### src/rtl/pipelined_alu_adder.sv
// pipelined_alu_adder: ADD/ADC/SUB/SBC with the carry chain cut into STAGES registered slices,
// N/Z/C/V flags and valid/ready handshaking with whole-pipe stall on backpressure.
module pipelined_alu_adder #(
    parameter int WIDTH  = 32,
    parameter int STAGES = 4
) (
    input  logic             clk,
    input  logic             reset_n,
    input  logic             in_valid,
    output logic             in_ready,
    input  logic [WIDTH-1:0] a,
    input  logic [WIDTH-1:0] b,
    input  logic             cin,
    input  logic [1:0]       op,
    output logic             out_valid,
    input  logic             out_ready,
    output logic [WIDTH-1:0] sum,
    output logic             flag_n,
    output logic             flag_z,
    output logic             flag_c,
    output logic             flag_v,
    output logic             busy
);
    localparam int S = (STAGES > 0) ? WIDTH / STAGES : 1;

    if (STAGES < 1 || STAGES > WIDTH || (WIDTH % S) != 0 || S * STAGES != WIDTH) begin : g_bad
        $error("pipelined_alu_adder: WIDTH must be a multiple of STAGES and 1 <= STAGES <= WIDTH");
    end

    logic              w_adv;
    logic [WIDTH-1:0]  w_b0;
    logic              w_c0;
    logic [STAGES-1:0] w_vld;
    logic              r_cm;

    assign w_adv    = !out_valid || out_ready;
    assign in_ready = w_adv;
    assign w_b0     = op[1] ? ~b : b;
    assign w_c0     = op[0] ? cin : op[1];

    // Stage k consumes the low slice of the remaining operand bits and appends its slice on top of the result
    genvar k;
    for (k = 0; k < STAGES; k++) begin : g_st
        localparam int R = WIDTH - k * S;
        localparam int D = (k + 1) * S;
        logic [R-1:0] w_a;
        logic [R-1:0] w_b;
        logic         w_ci;
        logic         w_v;
        logic [S:0]   w_sl;
        logic [D-1:0] w_s;
        logic         r_v;
        logic         r_c;
        logic [D-1:0] r_s;
        if (k == 0) begin : g_in
            assign w_a  = a;
            assign w_b  = w_b0;
            assign w_ci = w_c0;
            assign w_v  = in_valid;
            assign w_s  = w_sl[S-1:0];
        end else begin : g_in
            assign w_a  = g_st[k-1].g_ab.r_a;
            assign w_b  = g_st[k-1].g_ab.r_b;
            assign w_ci = g_st[k-1].r_c;
            assign w_v  = g_st[k-1].r_v;
            assign w_s  = {w_sl[S-1:0], g_st[k-1].r_s};
        end
        assign w_sl     = {1'b0, w_a[S-1:0]} + {1'b0, w_b[S-1:0]} + {{S{1'b0}}, w_ci};
        assign w_vld[k] = r_v;
        always_ff @(posedge clk or negedge reset_n) begin
            if (!reset_n) begin
                r_v <= 1'b0;
                r_c <= 1'b0;
                r_s <= '0;
            end else if (w_adv) begin
                r_v <= w_v;
                r_c <= w_sl[S];
                r_s <= w_s;
            end
        end
        if (k < STAGES - 1) begin : g_ab
            logic [R-S-1:0] r_a;
            logic [R-S-1:0] r_b;
            always_ff @(posedge clk or negedge reset_n) begin
                if (!reset_n) begin
                    r_a <= '0;
                    r_b <= '0;
                end else if (w_adv) begin
                    r_a <= w_a[R-1:S];
                    r_b <= w_b[R-1:S];
                end
            end
        end
    end

    // Carry into the result MSB, recovered from the last slice's MSB sum bit
    always_ff @(posedge clk or negedge reset_n) begin
        if (!reset_n)
            r_cm <= 1'b0;
        else if (w_adv)
            r_cm <= g_st[STAGES-1].w_a[S-1] ^ g_st[STAGES-1].w_b[S-1] ^ g_st[STAGES-1].w_sl[S-1];
    end

    assign out_valid = g_st[STAGES-1].r_v;
    assign sum       = g_st[STAGES-1].r_s;
    assign flag_c    = g_st[STAGES-1].r_c;
    assign flag_v    = r_cm ^ flag_c;
    assign flag_n    = sum[WIDTH-1];
    assign flag_z    = out_valid && (sum == '0);
    assign busy      = |w_vld;
endmodule
### config.mk
export PLATFORM = sky130hd
export DESIGN_NAME = pipelined_alu_adder
export DESIGN_NICKNAME = d
export VERILOG_FILES = /design/src/rtl/pipelined_alu_adder.sv
export SDC_FILE = /design/constraint.sdc
export NUM_CORES = 1
export LEC_CHECK = 0
export BUFFER_PORTS_ARGS = -buffer_cell sky130_fd_sc_hd__clkbuf_2
export CAP_MARGIN = 20
export CORE_ASPECT_RATIO = 1.25
export CORE_UTILIZATION = 58
export CTS_CLUSTER_DIAMETER = 120
export DETAILED_ROUTE_END_ITERATION = 8
export GPL_TIMING_DRIVEN = 0
export PLACE_DENSITY = 0.77
export SETUP_SLACK_MARGIN = 0.1
export SLEW_MARGIN = 10
export SYNTH_ARGS = -nofsm -noshare
export SYNTH_HDL_FRONTEND = slang
export SYNTH_SLANG_ARGS = --single-unit
### constraint.sdc
create_clock -name clk -period 2.8 [get_ports clk]
set_clock_uncertainty 0.1 [all_clocks]
set_input_delay 0.14 -clock clk [delete_from_list [all_inputs] [get_ports clk]]
set_output_delay 0.14 -clock clk [all_outputs]
set_load 0.005 [all_outputs]
Word level (Yosys, flattened, before mapping):

Index checks and enable logic that the tools add are counted.

* bits in registers: 185
* input port bits: 71
* output and inout bits: 39
* logic and storage cells: 38

* $add $sub $neg: 8
* muxes and demuxes: 2
* bitwise gates (word level): 4
* reduce and logical (&&, ||, !) cells: 5

Operator list (number)
* 8-bit by 8-bit adder with 9-bit output: 4
* 9-bit by 1-bit adder with 9-bit output: 4
* 32-bit logical NOT: 1
* 32-bit 2-to-1 mux: 1
* 32-bit NOT: 1
* 4-bit OR reduction: 1
* 1-bit XOR: 3
* 1-bit logical AND: 1
* 1-bit logical NOT: 1
* 1-bit logical OR: 1
* 1-bit 2-to-1 mux: 1

Logic depth before layout (Yosys ltp):

Gate-level depths: netlist (run 1).

* depth in word-level cells: 4
* mapped depth: 11
* depth with buffers taken out: 9

Worst setup path after synthesis (run 1):

OpenSTA, ideal clock, no wires.

* path kind: input -> register
* start point: in op[1]
* end point: reg g_st[0].r_s[6]
* setup time: 64 ps
* arrival time: 2299 ps
* path slack: 337 ps
* stages: 11
* buffers on the path: 2
* cell sequence: buf_2 buf_2 mux2_2 fa_1 inv_1 fa_1 nor2b_4 o31a_1 o31a_1 a211oi_1 a21o_1

* word-level cells in the longest chain between the ends: 3
* elaborated cells on any way between the ends: 4
* classes of those cells: add/sub: 2; mux: 2

Ends and longest elaborated chain
* from (decl): RTL line 14 `input logic [1:0] op,`
* 32-bit 2-to-1 mux: RTL line 38 `assign w_b0 = op[1] ? ~b : b;`
* 8-bit by 8-bit adder with 9-bit output: RTL line 68 `assign w_sl = {1'b0, w_a[S-1:0]} + {1'b0, w_b[S-1:0]} + {{S{1'b0}}, w_ci};`
* 9-bit by 1-bit adder with 9-bit output (*): RTL line 68
* to (signal assigned): RTL line 78 `r_s <= w_s;`
* to (decl): RTL line 54 `logic [D-1:0] r_s;`

Mark *: on every way between the ends. The rest lies on a longest branch, timed or not.
A chain may end at the register's enable or synchronous reset.

Final worst setup path (run 1):

* start point: reg g_st[2].r_c
* end point: reg g_st[3].r_c, in the netlist flag_c

* word-level cells in the longest chain between the ends: 1

Ends and longest elaborated chain
* from (decl): RTL line 53 `logic r_c;`
* from (signal assigned): RTL line 77 `r_c <= w_sl[S];`
* 9-bit by 1-bit adder with 9-bit output: RTL line 68
* to (signal assigned): RTL line 77
* to (decl): RTL line 53

No other way between the ends.

==> results.py, run 1 <==
metrics = {
    "outcome": {
        "status": "finished clean",
    },
    "floorplanning": {
        "io_pins": 110,
        "die-area_um2": 15000,
        "core_um2": 14000,
        "die_y_um": 137,
        "initial_utilization_pct": 60.2,
        "rows": 48,
        "die_w_um": 110,
    },
    "sta": {
        "rsz0062_at_grt": "false",
        "slew_viol_final": 0,
        "fin_crit_sh_pct": 87.6,
        "post-route-min-period_ns": 2.45,
        "slew_headroom_pct": 55.1,
        "finalHoldViolCount": 0,
        "setup_viol": 0,
        "fin_hold_ws_ns": 0.0321,
        "timing.fmax_mhz": 408,
        "tightest_slew_ns": 0.673,
        "setup_ws_ns": 0.347,
    },
    "grt": {
        "grtUsageTotal_pct": 27.8,
        "grt.met2_usage_pct": 48.7,
        "grt_overflow": 0,
        "grt_util_met1_pct": 34.6,
        "grt_pass1_vias": 6338,
        "globalRouteMet3Util_pct": 4.71,
        "grt.busiest_layer": "met2",
        "grt_pass1_wl_um": 30900,
        "grt_max_degree": 103,
        "antenna_found_initial": 0,
    },
    "routing": {
        "ant_nets": 0,
        "wl_um": 19100,
        "dr.pass1.iters": 5,
        "via_per_inst": 5.21,
        "drt-wirelength-per-cell_um": 14.8,
        "num_vias": 6745,
        "drtIter0Drc": 413,
        "drc": 0,
    },
    "cells_and_area": {
        "drive_gt1_share_pct": 16.1,
        "n_antenna_cell": 0,
        "fin_nets": 1213,
        "layout.cells.non_filler": 1294,
        "final_cell_mix": "nand2_1, dfrtp_1, clkbuf_2",
        "fin_area_um2": 10300,
        "area_delta_synth_final_pct": 22.1,
        "layout_commonest_cell": "nand2_1",
    },
    "yosys": {
        "ys_ff_latch": 185,
        "syn_inst": 927,
        "syn_nets": 1034,
        "yosysSeqAreaShare_pct": 55.0,
        "ys_warn_count": 0,
        "syn_area_per_cell_um2": 9.08,
        "synth.distinct_cells": 38,
        "synth_area_um2": 8420,
    },
    "setup_path": {
        "cp_max_fo": 3,
        "timing.rr.end": "flag_c",
        "required_ns": 3.02,
        "path_cells": "fa_1 -> fa_1 -> a21oi_1 -> o21ai_0 -> o31a_1 -> o21ai_0 -> a21oi_1",
        "rrSetupSlack_ns": 0.35,
        "rr_worst_depth": 7,
        "slowest_stage": "fa_1",
        "cp-end-kind": "register",
        "cp_top_family": "compound AO/OA/AOI/OAI gates",
        "worst-endpoint-arrival_ns": 2.67,
        "cp_num_buf_inv": 0,
        "crit_path_max_incr_delay_ns": 0.49,
        "crit_type": "register to register",
        "crit_path_start": "g_st[2].r_c",
        "critPathLaunchType": "register",
        "regToRegStartpoint": "g_st[2].r_c",
    },
    "hold_path": {
        "hold_class": "primary input to register",
        "min_to": "g_st[0].g_ab.r_b[15]",
        "hold_start": "op[1]",
        "min_path_cells": 3,
    },
    "cts": {
        "clock_path_buffers": 2,
        "clock_latency_ns": 0.44,
        "cts_buffers": 17,
        "clk_pin_slew_ns": 0.07,
        "postCtsSetupBuffers": 0,
        "clkSinkCount": 185,
        "cts_tree": "built",
        "cts_root_buf": "clkbuf_16",
        "cts.htree.levels": 4,
    },
    "place": {
        "pre_cts_slack_ns": 0.000530,
        "post-place-cells": 1211,
        "place.gp.congestion": 0.873,
        "port_buffers": 108,
        "dp.final_hpwl_um": 13300,
        "place_area_um2": 9210,
    },
    "pwr": {
        "max-vdd-ir-drop_v": 0.000646,
        "p_leak_nw": 5.28,
        "fin_total_pwr_mw": 11.0,
        "p_per_area_nw_per_um2": 1070,
    },
    "flow_run": {
        "drv_cap": 0,
    },
}
## worst max path at each step
stage,end,slack [ns],depth (start not counted)
after floorplan,g_st[0].r_s[6],0.34,11
after global placement,g_st[0].g_ab.r_a[12],-1.86,1
after detailed placement,g_st[0].r_s[6],0.0005,11
after CTS,flag_c,0.34,7
after global routing,flag_c,0.24,7
final,flag_c,0.35,7
## through the flow
step                      setup TNS (ns)  util, %
after floorplan                        0        -
after detailed placement               0     65.8
final                                  0     73.5
after CTS                              0     73.5
after global routing                   0     73.5
after global placement           -341.78     65.6
## final cells by class
| cell class | instances | area, um2 |
|---|---|---|
| fill | 1087 | 3710 |
| clock inverter | 12 | 100 |
| buffer | 46 | 220 |
| multi-input combinational | 687 | 3530 |
| inverter | 9 | 33.8 |
| clock buffer | 20 | 457 |
| timing repair buffer | 160 | 1090 |
| sequential | 185 | 4630 |
| tap | 175 | 219 |
## worst min-delay path: cells and delay by family
kind,cells,cell delay (ns)
buffers and inverters,1,0.16
AOI/OAI and AO/OA,1,0.06
xor gates and xnor gates,1,0.16
## layer usage
layer	wire, um	part of all wire, %
met2	9880	52
met5	0	0
met3	737	3.9
met1	8150	43
met4	338	1.8
## cells by family after synthesis
| logic type | Yosys count | synth area share [%] |
|---|---|---|
| fa+ha+maj | 36 | 6.06 |
| flops | 185 | 55.0 |
| buf+inv | 55 | 3.02 |
| xor+xnor | 47 | 4.89 |
| simple gates | 486 | 22.6 |
| mux | 1 | 0.134 |
| compound gates | 117 | 8.32 |
## registers in the layout, indices dropped and copies added, names as in the netlist
name           count
flag_c             1
g_st.g_ab.r_a     48
g_st.g_ab.r_b     48
g_st.r_c           3
g_st.r_s          48
g_st.r_v           3
out_valid          1
r_cm               1
sum               32
## cells in the mapped netlist (all sizes together)
cell type | n | area, um2
o21bai | 1 | 7.51
or4 | 2 | 15.0
mux2 | 1 | 11.3
o22ai | 1 | 6.26
buf | 36 | 183
nand2 | 439 | 1650
nand4 | 2 | 12.5
o311ai | 1 | 16.3
o31a | 5 | 43.8
inv | 8 | 30.0
nand2b | 3 | 18.8
or2 | 1 | 6.26
dfrtp | 185 | 4630
a21oi | 16 | 80.1
nor2 | 19 | 71.3
a31oi | 2 | 12.5
xnor2 | 30 | 263
a221oi | 1 | 8.76
a21o | 6 | 45.0
nor3b | 2 | 15.0
o21a | 9 | 67.6
xor2 | 17 | 149
ha | 28 | 350
o21ai | 60 | 300
clkinv | 1 | 3.75
a211oi | 9 | 67.6
o211ai | 2 | 15.0
clkbuf | 10 | 37.5
or3 | 1 | 6.26
nand3 | 1 | 5.00
nor2b | 3 | 26.3
o31ai | 4 | 30.0
nor4 | 6 | 37.5
fa | 8 | 160
nor4b | 1 | 8.76
nor3 | 6 | 30.0
## where the power goes
part	switching [mW]	internal [mW]
Clock	0.996	1.26
Combinational	2.31	1.73
Sequential	0.806	3.87
Total	4.11	6.86
## timing repair
action,CTS,global route
resized for setup,0,0
hold buffers,51,0
hold endpoints to repair,133,0
Power figures use the tool's default switching activity.
==> run 2, diff against run 1 <==
--- a/config.mk
+++ b/config.mk
@@ -13,6 +13,7 @@
 export DETAILED_ROUTE_END_ITERATION = 8
 export GPL_TIMING_DRIVEN = 0
 export PLACE_DENSITY = 0.77
+export RECOVER_POWER = 50
 export SETUP_SLACK_MARGIN = 0.1
 export SLEW_MARGIN = 10
 export SYNTH_ARGS = -nofsm -noshare
==> results.py, run 2 (synthesis gave the netlist of run 1 again) <==
metrics = {
    "sta": {
        "fin_crit_sh_pct": 87.7,
        "setup_tns_ns": 0,
        "post-route-min-period_ns": 2.46,
        "setup_viol": 0,
        "slew_headroom_pct": -38.8,
        "tightest_slew_ns": 2.08,
        "finalHoldViolCount": 0,
        "slew_viol_final": 84,
        "rsz0062_at_grt": "false",
        "timing.fmax_mhz": 407,
    },
    "grt": {
        "globalRouteMet3Util_pct": 4.71,
        "grt_max_degree": 103,
        "grt_overflow": 0,
        "grtUsageTotal_pct": 27.8,
        "grt.busiest_layer": "met2",
        "antenna_found_initial": 0,
        "grt_pass1_wl_um": 30900,
        "grt.met2_usage_pct": 48.7,
        "grt_pass1_vias": 6338,
        "grt_util_met1_pct": 34.6,
    },
    "floorplanning": {
        "die_y_um": 137,
        "core_um2": 14000,
        "die_w_um": 110,
        "initial_utilization_pct": 60.2,
        "die-area_um2": 15000,
        "rows": 48,
        "io_pins": 110,
    },
    "pwr": {
        "p_per_area_nw_per_um2": 1070,
        "p_sw_share_pct": 37.6,
        "fin_total_pwr_mw": 10.9,
        "p_int_mw": 6.81,
        "p_clk_share_pct": 20.6,
        "seqPwrFrac_pct": 42.8,
        "comb_power_share_pct": 36.5,
        "max-vdd-ir-drop_v": 0.000637,
        "power.switching_mw": 4.11,
        "p_leak_nw": 5.19,
    },
    "flow_run": {
        "drv_cap": 1,
    },
    "routing": {
        "drt-wirelength-per-cell_um": 14.8,
        "num_vias": 6719,
        "ant_nets": 0,
        "via_per_inst": 5.19,
        "dr.pass1.iters": 5,
        "wl_um": 19200,
        "drc": 0,
        "drtIter0Drc": 460,
    },
    "cells_and_area": {
        "drive_gt1_share_pct": 13.8,
        "area_delta_synth_final_pct": 21.6,
        "layout_commonest_cell": "nand2_1",
        "n_antenna_cell": 0,
        "final_cell_mix": "nand2_1, dfrtp_1, clkbuf_2",
        "layout.cells.non_filler": 1294,
        "reg_top3": "g_st.g_ab.r_a (48), g_st.g_ab.r_b (48), g_st.r_s (48)",
        "fin_nets": 1213,
    },
    "hold_path": {
        "hold_class": "primary input to register",
    },
    "setup_path": {
        "crit_type": "register to register",
        "regToRegStartpoint": "g_st[2].r_c",
        "timing.rr.end": "flag_c",
        "worst-endpoint-arrival_ns": 2.67,
        "cp_max_fo": 3,
        "rrSetupSlack_ns": 0.34,
        "crit_path_end": "flag_c",
        "rr_worst_depth": 7,
        "crit_path_start": "g_st[2].r_c",
        "cp-end-kind": "register",
        "critPathLaunchType": "register",
        "required_ns": 3.02,
    },
    "place": {
        "post-place-cells": 1211,
        "port_buffers": 108,
        "place.gp.congestion": 0.873,
        "dp.final_hpwl_um": 13300,
    },
    "cts": {
        "clock_path_buffers": 2,
        "clkSinkCount": 185,
        "cts-resized-gates": 0,
        "cts_buffers": 17,
        "clk_pin_slew_ns": 0.06,
        "clock_latency_ns": 0.43,
        "cts_root_buf": "clkbuf_16",
        "cts.htree.levels": 4,
        "cts_tree": "built",
        "postCtsSetupBuffers": 0,
    },
    "outcome": {
        "violations": "capacitance limit, slew limit",
        "status": "finished with violations",
    },
}
## run 2: layer usage
| layer | wire length (um) | vias to the layer above |
|---|---|---|
| li1 | - | 3337 |
| met3 | 803 | 24 |
| met2 | 9860 | 170 |
| met4 | 306 | 0 |
| met5 | 0 | - |
| met1 | 8180 | 3188 |
## run 2: repair_timing
| action | CTS | global route |
|---|---|---|
| endpoints found under the setup margin | 0 | 0 |
| hold buffers | 51 | 0 |
| endpoints found under the hold margin | 133 | 0 |
## run 2: stage by stage
| stage | hold WS, ns | util [%] | setup WS, ns | instance area (um2) |
|---|---|---|---|---|
| finish | 0.0306 | 73.2 | 0.343 | 10200 |
| global route | 0.0341 | 73.2 | 0.163 | 10200 |
| CTS | 0.0219 | 73.5 | 0.343 | 10300 |
| detailed placement | 0.111 | 65.8 | 0.000530 | 9210 |
| global placement | 0.237 | 65.6 | -1.86 | 9180 |
| floorplan | -0.256 | - | 0.337 | 8420 |
## run 2: power by group through the flow
| stage | clock [mW] | combinational [mW] | sequential, mW |
|---|---|---|---|
| floorplan | 0 | 2.83 | 4.49 |
| finish | 2.26 | 3.99 | 4.68 |
| global placement | 0 | 3.84 | 4.67 |
| global route | 2.39 | 4.55 | 4.82 |
| detailed placement | 0 | 3.97 | 4.70 |
| CTS | 2.27 | 4.07 | 4.67 |
## run 2: cell type report
class	count	area [um2]
Timing Repair Buffer	160	1050
Fill cell	1108	3750
Inverter	9	33.8
Multi-Input combinational cell	687	3530
Clock inverter	12	100
Buffer	46	220
Clock buffer	20	457
Tap cell	175	219
Sequential cell	185	4630
## run 2: how the worst min path moves through the flow
| stage | from | to | cells past startpoint |
|---|---|---|---|
| after floorplan | reset_n | flag_c | 0 |
| after global placement | a[24] | g_st[0].g_ab.r_a[16] | 3 |
| after detailed placement | reset_n | g_st[0].r_s[0] | 1 |
| after CTS | op[1] | g_st[0].g_ab.r_b[14] | 3 |
| after global routing | op[1] | g_st[0].g_ab.r_b[14] | 3 |
| final | op[1] | g_st[0].g_ab.r_b[15] | 3 |
## run 2: worst max-delay path: stages, from the launching register on
cell	delay (ns)
dfrtp_1	0.41
fa_1	0.49
fa_1	0.42
a21oi_1	0.19
o21ai_0	0.21
o31a_1	0.30
o21ai_0	0.14
a21oi_1	0.08
==> run 3, diff against run 2 <==
--- a/config.mk
+++ b/config.mk
@@ -5,6 +5,7 @@
 export SDC_FILE = /design/constraint.sdc
 export NUM_CORES = 1
 export LEC_CHECK = 0
+export ABC_AREA = 1
 export BUFFER_PORTS_ARGS = -buffer_cell sky130_fd_sc_hd__clkbuf_2
 export CAP_MARGIN = 20
 export CORE_ASPECT_RATIO = 1.25
@@ -14,6 +15,7 @@
 export GPL_TIMING_DRIVEN = 0
 export PLACE_DENSITY = 0.77
 export RECOVER_POWER = 50
+export REMOVE_ABC_BUFFERS = 1
 export SETUP_SLACK_MARGIN = 0.1
 export SLEW_MARGIN = 10
 export SYNTH_ARGS = -nofsm -noshare
==> results.py, run 3 <==
metrics = {
    "outcome": {
        "status": "finished with violations",
        "violations": "DRC",
    },
    "floorplanning": {
        "initial_utilization_pct": 60.1,
        "die_y_um": 139,
        "die-area_um2": 15600,
        "io_pins": 110,
        "core_um2": 14500,
        "rows": 49,
        "die_w_um": 112,
    },
    "sta": {
        "setup_viol": 0,
        "post-route-min-period_ns": 2.52,
        "fin_crit_sh_pct": 90.0,
        "finalHoldViolCount": 0,
        "slew_headroom_pct": 10.4,
        "tightest_slew_ns": 1.34,
        "setup_ws_ns": 0.281,
        "timing.fmax_mhz": 397,
        "setup_tns_ns": 0,
        "slew_viol_final": 0,
        "rsz0062_at_grt": "false",
    },
    "yosys": {
        "syn_area_per_cell_um2": 8.46,
        "ys_warn_count": 0,
        "synthArstFlopShare_pct": 100,
        "synth.distinct_cells": 32,
        "synth_edf_count": 0,
        "ys_ff_latch": 185,
        "ys_top_cells_by_area": "dfrtp_1, nand2_1, o21ai_0",
        "synth_area_um2": 8740,
        "synth_ff_type": "dfrtp_1",
        "yosysSeqAreaShare_pct": 53.0,
        "yosysMostFrequentCell": "nand2_1",
        "synth_top_cell_area_share_pct": 53.0,
        "synth_common_cells": "nand2_1, dfrtp_1, inv_1",
        "syn_inst": 1033,
        "synth.largest_area_cell": "dfrtp_1",
    },
    "cts": {
        "clkSinkCount": 185,
        "cts_root_buf": "clkbuf_16",
        "cts_tree": "built",
        "clock_latency_ns": 0.43,
        "cts_buffers": 17,
        "cts.htree.levels": 4,
        "clock_path_buffers": 2,
        "postCtsSetupBuffers": 0,
        "clk_pin_slew_ns": 0.06,
    },
    "place": {
        "pre_cts_slack_ns": 0.0499,
        "port_buffers": 109,
        "place.gp.congestion": 0.783,
        "post-place-cells": 1281,
        "dp.final_hpwl_um": 10400,
        "place_area_um2": 9380,
    },
    "pwr": {
        "power.switching_mw": 4.12,
        "p_clk_share_pct": 20.9,
        "seqPwrFrac_pct": 41.0,
        "p_int_mw": 6.91,
        "max-vdd-ir-drop_v": 0.000504,
        "p_sw_share_pct": 37.4,
        "p_per_area_nw_per_um2": 1040,
        "comb_power_share_pct": 38.1,
        "p_leak_nw": 5.58,
    },
    "hold_path": {
        "hold_start": "a[0]",
        "hold_class": "primary input to register",
    },
    "cells_and_area": {
        "reg_top3": "g_st.g_ab.r_a (48), g_st.g_ab.r_b (48), g_st.r_s (48)",
        "layout_commonest_cell": "nand2_1",
        "drive_gt1_share_pct": 10.9,
        "layout.cells.non_filler": 1376,
        "final_cell_mix": "nand2_1, dfrtp_1, clkbuf_2",
        "n_antenna_cell": 0,
        "fin_nets": 1293,
        "area_delta_synth_final_pct": 21.0,
        "final_util_pct": 72.8,
        "fin_area_um2": 10600,
    },
    "setup_path": {
        "crit_type": "register to register",
        "cp-end-kind": "register",
        "crit_path_start": "out_valid",
        "critPathLaunchType": "register",
        "worst-endpoint-arrival_ns": 2.73,
        "regToRegStartpoint": "out_valid",
        "cp_max_fo": 59,
        "required_ns": 3.01,
    },
    "grt": {
        "grt_pass1_wl_um": 30400,
        "grt_max_degree": 119,
        "grt_pass1_vias": 6947,
        "grt_overflow": 0,
        "antenna_found_initial": 0,
        "grtUsageTotal_pct": 24.4,
    },
    "routing": {
        "drt-wirelength-per-cell_um": 13.0,
        "drc": 5,
        "num_vias": 7025,
        "drtIter0Drc": 371,
        "ant_nets": 0,
        "via_per_inst": 5.11,
        "wl_um": 17900,
        "dr.pass1.iters": 7,
    },
    "flow_run": {
        "drv_cap": 0,
    },
}
## run 3: cell count changes in the layout (fill, tap and decap cells not counted), moves of 10 or more
cell,previous run,this run
o21ai_1,0,20
dlygate4sd3_1,51,61
o21ai_0,60,74
inv_1,8,85
nand3_1,1,35
clkbuf_1,37,21
nor2_1,19,32
buf_2,35,0
## run 3: final timing paths
check | cells past startpoint | end | slack (ns)
setup / recovery | 8 | g_st[0].g_ab.r_a[5] | 0.28
hold / removal | 4 | g_st[0].r_s[0] | 0.02
setup reg to reg | 8 | g_st[0].g_ab.r_a[5] | 0.28
hold reg to reg | 2 | g_st[1].g_ab.r_b[11] | 0.36
max in group asynchronous | 3 | sum[27] | 1.08
min in group asynchronous | 2 | g_st[0].g_ab.r_b[6] | 0.48
## run 3: through the flow
| step | hold slack (ns) | power (mW) |
|---|---|---|
| 2_1_floorplan | -0.256 | 7.28 |
| 3_3_place_gp | 0.234 | 8.34 |
| 3_5_place_dp | 0.181 | 8.54 |
| 4_1_cts | 0.000451 | 11.1 |
| 5_1_grt | 0.0374 | 12.0 |
| 6_report | 0.0203 | 11.0 |
## run 3: what timing repair did
| action | 4_1_cts | 5_1_grt |
|---|---|---|
| gates resized for setup | 0 | 0 |
| hold endpoints to repair | 147 | 0 |
| hold buffers | 61 | 0 |
| setup endpoints to repair | 0 | 3 |
## run 3: cells by family after synthesis
family,after synthesis,share of synthesized area [%]
DFF,185,53.0
xor gates and xnor gates,35,3.51
AOI/OAI and AO/OA,108,6.21
and+or+nand+nor,538,24.6
buffers and inverters,130,6.76
muxes,1,0.129
adders and majority gates,36,5.84
## run 3: final cells by class
cell class / instances / area (um2)
inverters: 86 / 328
clock inverters: 8 / 96.3
repair buffers: 177 / 1310
flip-flops and latches: 185 / 4630
well taps: 178 / 223
fillers: 1152 / 3960
clock buffers: 23 / 468
multi-input cells: 719 / 3520
## run 3: critical path, cell delays in order (launching register included)
cell and delay, ns:
dfrtp_1 0.41, inv_1 0.16, nor2_8 0.26, buf_12 0.27, inv_6 0.19, buf_16 0.27, nand2_1 0.10, nand2_1 0.05
dlygate4sd3_1 0.55
## run 3: per-layer routing
layer | vias to the layer above | track usage (%) | share of wire (%)
met1 | 3311 | 28.4 | 42
met3 | 41 | 5.23 | 3.7
met5 | - | 0 | 0
li1 | 3519 | - | -
met2 | 154 | 43.0 | 51
met4 | 0 | 11.2 | 3.2
## run 3: power groups by stage
stage	combinational, mW	clock (mW)	sequential [mW]
floorplan	2.84	0	4.44
global placement	3.83	0	4.51
detailed placement	3.99	0	4.55
CTS	4.19	2.35	4.53
global route	4.89	2.44	4.67
finish	4.20	2.30	4.53
